[src/rtl/cm_sketch_feeder.sv]
// cm_sketch_feeder
//   Buffers upstream page addresses in a small FIFO and offers them one at a
//   time to a count-min sketch. After EPOCH_LEN accepted addresses (or an
//   early force_query) it issues a single-cycle query/flush strobe. It then
//   stays quiet for FLUSH_WAIT cycles so the sketch can drain before the next
//   epoch starts. Upstream pushes are accepted in every state while the
//   buffer has room.
//
// Ports
//   clk, rst_n         clock (posedge) and asynchronous active-low reset
//   in_valid/in_addr   upstream address offer; in_ready = buffer not full
//   force_query        single-cycle request to end the current epoch early
//   sk_valid/sk_addr   address offered to the sketch (sk_addr is 0 when idle)
//   sk_ready           sketch accepts the offered address
//   sk_query_en        one-cycle query/flush strobe to the sketch
//   fifo_level         occupied buffer entries
//   epoch_cnt          completed queries, wraps modulo 2^16
//   busy               FSM not idle or buffer not empty
module cm_sketch_feeder #(
  parameter int ADDR_SIZE  = 22,
  parameter int FIFO_DEPTH = 8,
  parameter int EPOCH_LEN  = 1024,
  parameter int FLUSH_WAIT = 6
) (
  input  logic                        clk,
  input  logic                        rst_n,
  input  logic                        in_valid,
  input  logic [ADDR_SIZE-1:0]        in_addr,
  output logic                        in_ready,
  input  logic                        force_query,
  output logic                        sk_valid,
  output logic [ADDR_SIZE-1:0]        sk_addr,
  input  logic                        sk_ready,
  output logic                        sk_query_en,
  output logic [$clog2(FIFO_DEPTH):0] fifo_level,
  output logic [15:0]                 epoch_cnt,
  output logic                        busy
);

  localparam int IDX_W  = $clog2(FIFO_DEPTH);
  localparam int PTR_W  = IDX_W + 1;
  localparam int CNT_W  = $clog2(EPOCH_LEN + 1);
  localparam int WCNT_W = $clog2(FLUSH_WAIT + 1);

  localparam logic [PTR_W-1:0]  FULL_LEVEL = PTR_W'(FIFO_DEPTH);
  localparam logic [CNT_W-1:0]  EPOCH_MAX  = CNT_W'(EPOCH_LEN);
  localparam logic [WCNT_W-1:0] WAIT_LAST  = WCNT_W'(FLUSH_WAIT - 1);

  typedef enum logic [1:0] {
    S_IDLE  = 2'd0,
    S_SEND  = 2'd1,
    S_QUERY = 2'd2,
    S_WAIT  = 2'd3
  } state_t;

  state_t              state_q, state_d;
  logic [PTR_W-1:0]    wr_ptr_q, wr_ptr_d;
  logic [PTR_W-1:0]    rd_ptr_q, rd_ptr_d;
  logic [CNT_W-1:0]    sent_cnt_q, sent_cnt_d;
  logic                query_pending_q, query_pending_d;
  logic [WCNT_W-1:0]   wait_cnt_q, wait_cnt_d;
  logic [15:0]         epoch_cnt_q, epoch_cnt_d;

  logic [ADDR_SIZE-1:0] mem [FIFO_DEPTH];

  logic push;
  logic pop;
  logic fifo_empty;

  // Pointers carry one wrap bit, so their difference is the true occupancy
  // and full/empty are distinguishable without a separate counter.
  assign fifo_level  = wr_ptr_q - rd_ptr_q;
  assign in_ready    = (fifo_level != FULL_LEVEL);
  assign fifo_empty  = (fifo_level == '0);
  assign sk_valid    = (state_q == S_SEND);
  assign sk_addr     = sk_valid ? mem[rd_ptr_q[IDX_W-1:0]] : '0;
  assign sk_query_en = (state_q == S_QUERY);
  assign epoch_cnt   = epoch_cnt_q;
  assign busy        = (state_q != S_IDLE) || !fifo_empty;
  assign push        = in_valid && in_ready;
  assign pop         = sk_valid && sk_ready;

  always_comb begin
    wr_ptr_d        = wr_ptr_q;
    rd_ptr_d        = rd_ptr_q;
    state_d         = state_q;
    sent_cnt_d      = sent_cnt_q;
    query_pending_d = query_pending_q;
    wait_cnt_d      = wait_cnt_q;
    epoch_cnt_d     = epoch_cnt_q;

    if (push) wr_ptr_d = wr_ptr_q + PTR_W'(1);
    if (pop)  rd_ptr_d = rd_ptr_q + PTR_W'(1);

    // An early query request only registers while an epoch is running; the
    // flush sequence itself ignores it.
    if (force_query && (state_q == S_IDLE || state_q == S_SEND))
      query_pending_d = 1'b1;

    case (state_q)
      S_IDLE: begin
        // A pending query wins over buffered data. Clearing here also
        // swallows a force_query in this same cycle, so one query results.
        if (query_pending_q) begin
          state_d         = S_QUERY;
          sent_cnt_d      = '0;
          query_pending_d = 1'b0;
        end else if (!fifo_empty) begin
          state_d = S_SEND;
        end
      end
      S_SEND: begin
        // Returning to IDLE after every acceptance guarantees a low cycle
        // on sk_valid between transfers.
        if (sk_ready) begin
          state_d = S_IDLE;
          if (sent_cnt_q != EPOCH_MAX) begin
            sent_cnt_d = sent_cnt_q + CNT_W'(1);
            if (sent_cnt_q + CNT_W'(1) == EPOCH_MAX) query_pending_d = 1'b1;
          end
        end
      end
      S_QUERY: begin
        state_d    = S_WAIT;
        wait_cnt_d = '0;
      end
      S_WAIT: begin
        if (wait_cnt_q == WAIT_LAST) begin
          state_d     = S_IDLE;
          epoch_cnt_d = epoch_cnt_q + 16'd1;
        end else begin
          wait_cnt_d = wait_cnt_q + WCNT_W'(1);
        end
      end
      default: state_d = S_IDLE;
    endcase
  end

  always_ff @(posedge clk or negedge rst_n) begin
    if (!rst_n) begin
      state_q         <= S_IDLE;
      wr_ptr_q        <= '0;
      rd_ptr_q        <= '0;
      sent_cnt_q      <= '0;
      query_pending_q <= 1'b0;
      wait_cnt_q      <= '0;
      epoch_cnt_q     <= '0;
    end else begin
      state_q         <= state_d;
      wr_ptr_q        <= wr_ptr_d;
      rd_ptr_q        <= rd_ptr_d;
      sent_cnt_q      <= sent_cnt_d;
      query_pending_q <= query_pending_d;
      wait_cnt_q      <= wait_cnt_d;
      epoch_cnt_q     <= epoch_cnt_d;
    end
  end

  // Storage is not reset: resetting the pointers already discards contents.
  always_ff @(posedge clk) begin
    if (push) mem[wr_ptr_q[IDX_W-1:0]] <= in_addr;
  end

endmodule

[config.mk]
export PLATFORM = sky130hd
export DESIGN_NAME = cm_sketch_feeder
export DESIGN_NICKNAME = d
export VERILOG_FILES = /design/src/rtl/cm_sketch_feeder.sv
export SDC_FILE = /design/constraint.sdc
export NUM_CORES = 1
export LEC_CHECK = 0
export ABC_CLOCK_PERIOD_IN_PS = 6700
export CAP_MARGIN = 20
export CORE_ASPECT_RATIO = 1.25
export CORE_UTILIZATION = 55
export DETAILED_ROUTE_END_ITERATION = 12
export PLACE_DENSITY = 0.76
export SYNTH_ARGS = -nofsm -noshare
export SYNTH_HDL_FRONTEND = slang
export SYNTH_SLANG_ARGS = --single-unit
[constraint.sdc]
create_clock -name clk -period 6.7 [get_ports clk]
set_input_delay 1.005 -clock clk [delete_from_list [all_inputs] [get_ports clk]]
set_output_delay 1.005 -clock clk [all_outputs]
set_load 0.02 [all_outputs]
## Word level (Yosys, flattened, before mapping)

Memories as Yosys holds them, arrays and structs flattened.
Index checks and enable logic that the tools add are counted.
Widths: inputs -> output; s select.

- Bits in registers: 41
- Latch bits: 0
- Bits in writable memories: 176
- ROM bits: 0
- Input bits: 27
- Output and inout bits: 46
- Word-level logic and storage cells: 62
- Memories kept: 1

- Add/subtract/negate cells: 6
- Multiply operators: 0
- Divide/modulo/power cells: 0
- $lt $le $gt $ge: 0
- Eq/ne operators: 13
- Shifts and indexed selects: 0
- Muxes and demuxes: 20
- Bitwise gates (word level): 0
- Reductions and logical operators: 15

Memories:

| memory | words | bits a word | rd ports | clocked after memory_dff | wr ports | RTL line | RTL |
|---|---|---|---|---|---|---|---|
| mem | 8 | 22 | 1 | 0 | 1 | 64 | `logic [ADDR_SIZE-1:0] mem [FIFO_DEPTH];` |

Operators by type and width:

| kind | number |
|---|---|
| $mux 11 | 3 |
| $mux 22 | 1 |
| $pmux 11 s2 | 1 |
| $add 16x1->16 const B | 1 |
| $add 11x1->11 const B | 1 |
| $eq 11x11->1 const B | 1 |
| $ne 11x11->1 const B | 1 |
| $add 4x1->4 const B | 2 |
| $mux 2 | 4 |
| $pmux 2 s4 | 1 |
| $mux 1 | 7 |
| $ne 2x2->1 const B | 3 |
| $pmux 3 s2 | 1 |
| $reduce_bool 2->1 | 3 |
| $eq 2x2->1 const B | 2 |
| $logic_not 4->1 | 1 |
| $ne 2x1->1 const B | 2 |
| $ne 4x4->1 const B | 1 |
| $reduce_and 2->1 | 2 |
| $reduce_and 4->1 | 1 |
| $sub 4x4->4 | 1 |
| $add 3x1->3 const B | 1 |
| $eq 3x3->1 const B | 1 |
| $logic_and 1x1->1 | 3 |
| other kinds (8) | 9 |

## Logic depth before layout (Yosys ltp)

- Word-level depth: 8
- Gate-level depth with buffers: 11
- Depth with buffers taken out: 9

## Worst setup path before layout

Ideal clock, no wire load.

- Kind: reg-to-reg
- From: reg rd_ptr_q[1]
- To: mem mem[4][0] (enable)
- Setup time: 0.465 ns
- Arrival: 4.581 ns
- Required time: 6.235 ns
- Slack: 1.654 ns
- Stages on the path, launching flop included: 10
- Path buffers: 3
- Period minus slack after synthesis: 5.046 ns
- Path through: dfrtp_1 buf_2 buf_1 inv_1 fa_1 xor2_1 or3_1 buf_2 nor2_1 nor4b_1

- Longest elaborated chain between the ends: 5

Ends and longest elaborated chain:

| item | RTL line | RTL |
|---|---|---|
| from (decl) | 58 | `logic [PTR_W-1:0] rd_ptr_q, rd_ptr_d;` |
| from (signal assigned) | 151 | `rd_ptr_q <= rd_ptr_d;` |
| $sub 4x4->4 | 72 | `assign fifo_level = wr_ptr_q - rd_ptr_q;` |
| via fifo_level[2] | 35 | `output logic [$clog2(FIFO_DEPTH):0] fifo_level,` |
| $ne 4x4->1 | 73 | `assign in_ready = (fifo_level != FULL_LEVEL);` |
| $logic_and 1x1->1 | 80 | `assign push = in_valid && in_ready;` |
| $mux 1 | 161 | `if (push) mem[wr_ptr_q[IDX_W-1:0]] <= in_addr;` |
| $mux 1 (implied by the code) | 161 |  |
| to (decl) | 64 |  |

The timed path passes the listed nets, and every way through them passes these cells.

## Final worst setup path

- From: reg rd_ptr_q[2]
- To: out in_ready

- Longest elaborated chain between the ends: 2

Ends and longest elaborated chain:

| item | RTL line | RTL |
|---|---|---|
| $sub 4x4->4 | 72 |  |
| $ne 4x4->1 | 73 |  |
| to (decl) | 29 | `output logic in_ready,` |

No other way between the ends.

==> results by group <==
Route
  • Total routed wirelength: 17100 microns
  • DRC viols: 0
  • Vias per cell: 5.74
  • Detailed Route Iter0 Violations: 375
  • Post-DR wirelength/cell: 20.0 microns
  • ANT nets after route: 0
  • Via count: 4909
  • Drt first pass iters: 4

Floorplan
  • Die Area: 16800 sq um
  • Die Ht: 145 microns
  • Core area: 15800 sq um
  • Cell Rows: 51
  • Starting density of the core: 0.569
  • Die span in x: 116 microns
  • Boundary pin count: 73

Placement
  • Placed insts: 815
  • Global placer's final weighted congestion: 0.813
  • HPWL after DPL: 9890 microns
  • Port bufs: 72

Global routing
  • Gr busiest metal: met2
  • First-pass GRT wire length: 27300 microns
  • Grt met1 use: 0.290
  • Initial antenna violation count: 0
  • GRT Overall Usage: 0.219
  • Grt ovf: 0
  • Met3 Resource Use GR: 0.0371
  • Largest net degree at the start of global routing: 48
  • Met2 global-route usage: 0.370
  • Number of global-route vias before repair: 5133

STA
  • Final period util: 0.731
  • RSZ-0062 raised after global routing: false
  • Max Clk Rate: 204 MHz
  • Finish-stage setup viols: 0
  • Worst relative slew slack: 0.313
  • Worst-Margin Slew: 1.03 ns
  • Slew Viols, Final: 0
  • Min cycle time layout: 4.90 ns
  • Layout Skew: 0.0124 ns
  • Setup TNS Final: 0 ns
  • Final Hold Violating Endpoints: 0
  • Worst Hold Slack: 0.477 ns

Yosys
  • Main synth FF type: edfxtp_1
  • Ys async rst share: 0.189
  • Netlist cell types: 47
  • Synth top area share: 0.589
  • Area contributors post-synth: edfxtp_1, dfrtp_1, mux4_2, nand2_1, xnor2_1
  • Yosys reg bits: 217
  • Cell taking the most area after synthesis: edfxtp_1
  • Cells after synthesis: 544
  • Synth Area per Inst: 16.5 sq um
  • Post-synth net total: 582
  • Warnings from Yosys: 0
  • Mapped Area: 8970 sq um
  • Sequential area share after synthesis: 0.703
  • Post-synth EDFFs: 176

Hold path
  • Worst min path class: reg2reg
  • Min-delay src: epoch_cnt[15]
  • WHS Path Cells: 1

Clock tree
  • Max clock buf depth: 3
  • Clock slew seen by the registers of the worst setup and hold paths: 0.06 ns
  • CTS tree: yes
  • Setup bufs post-CTS: 0
  • Root Driver: clkbuf_16
  • Htree depth: 1
  • Hold Buf Count CTS: 0
  • Post-CTS sizing: 0
  • Clock Latency Late Sink: 0.50 ns
  • Number of buffers created by CTS: 22
  • Sink Count: 217

Cells and area
  • Multi-input gate area: 2530 sq um
  • Nets: 665
  • Area delta synth->final: 19.2%
  • Layout cell share with drive strength beyond 1: 0.173
  • Layout Cells excl Fill: 855
  • Reg area: 6310 sq um
  • Layout filler cell count: 1107
  • Antenna Cells: 0
  • Final Util: 0.679

Setup path
  • Crit end category: output port
  • Startpoint Class: flop
  • Worst EP arrival: 3.90 ns
  • Reg-to-reg critical path startpoint: rd_ptr_q[2]
  • CP Data Required Time: 5.69 ns
  • WS Path Type: reg2out
  • Worst r2r path cells: 8
  • Crit Path Max Fanout: 25
  • Critical path origin: rd_ptr_q[2]

Run
  • Max_cap viols: 0

Power and ir drop
  • Worst VDD drop: 0.267 mV
  • Sw Ratio: 0.321
  • Clock power share: 0.265
  • Sequential power share: 0.398
  • P per Cell Area: 433 nW/um^2
  • Logic pwr share: 0.337
  • Pint: 3.14 mW
  • Switching component of the power: 1.49 mW
  • Pleak: 3.75 nW

Status
  • Outcome: complete, no violations
## critical path, cell delays in order, from the launching register on
cell and delay [ns]:
dfrtp_1 0.37, buf_4 0.24, inv_1 0.71, ha_1 0.43, xor2_1 0.19, or3_1 0.41
nor2_1 0.41, inv_1 0.08, clkdlybuf4s50_1 0.55
## cell usage in the layout, fill, tap and decap left out, types with 4 or more instances in the layout
master,instances
edfxtp_1,176
nand2_1,75
clkdlybuf4s50_1,71
mux4_2,44
dfrtp_1,39
a21oi_1,28
clkbuf_16,23
xnor2_1,17
inv_1,15
o21ai_0,15
nor2_1,12
buf_4,11
ha_1,10
nand3_1,9
xor2_1,7
o31ai_1,6
o211ai_1,5
and2_1,4
a31oi_1,4
and3_1,4
nand4_1,4
clkinv_2,4
clkinv_1,4
## registers in the layout (all words and copies together), names as in the netlist
register,cells
rd_ptr_q,4
epoch_cnt,16
sent_cnt_q,11
wait_cnt_q,3
state_q,2
mem,176
query_pending_q,1
wr_ptr_q,4
## final cells by class
type                       instances  area share
inverter                          15     0.00526
tap                              212      0.0248
clock buffer                      26      0.0548
multi-input combinational        288       0.237
timing repair buffer              83      0.0746
clock inverter                    14      0.0138
sequential                       217       0.590
## stage by stage
step	power, mW	cell area [sq um]	setup WS [ns]
after floorplan	2.92	8970	1.65
after global placement	3.39	9970	2.40
after detailed placement	3.44	9970	2.29
after CTS	4.68	10700	1.74
after global routing	4.88	10700	1.56
final	4.63	10700	1.80
## power groups by stage
stage	clock network [mW]	registers [mW]	logic (mW)
4_1_cts	1.25	1.84	1.59
6_report	1.23	1.84	1.56
2_1_floorplan	0	1.83	1.09
3_3_place_gp	0	1.85	1.54
3_5_place_dp	0	1.87	1.57
5_1_grt	1.30	1.87	1.71
## per-layer routing
metal	wire, microns	vias up	share of wire
li1	-	2262	-
met1	7230	2488	0.42
met2	8690	137	0.51
met3	898	22	0.053
met4	286	0	0.017
met5	0	-	0
## worst paths after layout
kind / endpoint / slack, ns
setup / recovery: in_ready / 1.80
max in group asynchronous: rd_ptr_q[0] / 5.43
hold reg to reg: epoch_cnt[15] / 0.48
setup reg to reg: mem[7][12] / 2.92
hold / removal: epoch_cnt[15] / 0.48
min in group asynchronous: epoch_cnt[4] / 0.65
## Yosys cell counts (2+ instances only)
cell      instances
o21ai_0          15
nor4b_1           2
inv_1            15
mux4_2           44
nor2b_1           3
o211ai_1          5
xnor2_1          17
edfxtp_1        176
a21o_1            2
nor2_1           12
nand2_1          75
o31ai_1           6
xor2_1            7
nand3_1           9
o41ai_1           3
buf_1             3
nand2b_1          3
buf_4             5
dfrtp_1          41
and3_1            4
a31oi_1           4
nor3_1            5
ha_1             10
a21oi_1          28
nand4_1           4
buf_2             4
and2_1            4
nor3_4            2
nor4_1            4
clkbuf_1         12
and4_1            3
mux2_2            2
## kinds of logic (layout without fill, tap and decap cells)
| logic type | count (synthesis) | in the layout | share of synthesized area |
|---|---|---|---|
| AO/OA/AOI/OAI | 70 | 70 | 0.0478 |
| buffers and inverters | 39 | 138 | 0.0190 |
| flip-flops | 217 | 217 | 0.703 |
| AND/OR/NAND/NOR | 136 | 136 | 0.0757 |
| adder cells (fa/ha/maj) | 11 | 11 | 0.0162 |
| XOR/XNOR | 25 | 25 | 0.0252 |
| multiplexers | 46 | 46 | 0.113 |
Power figures use the tool's default switching activity.
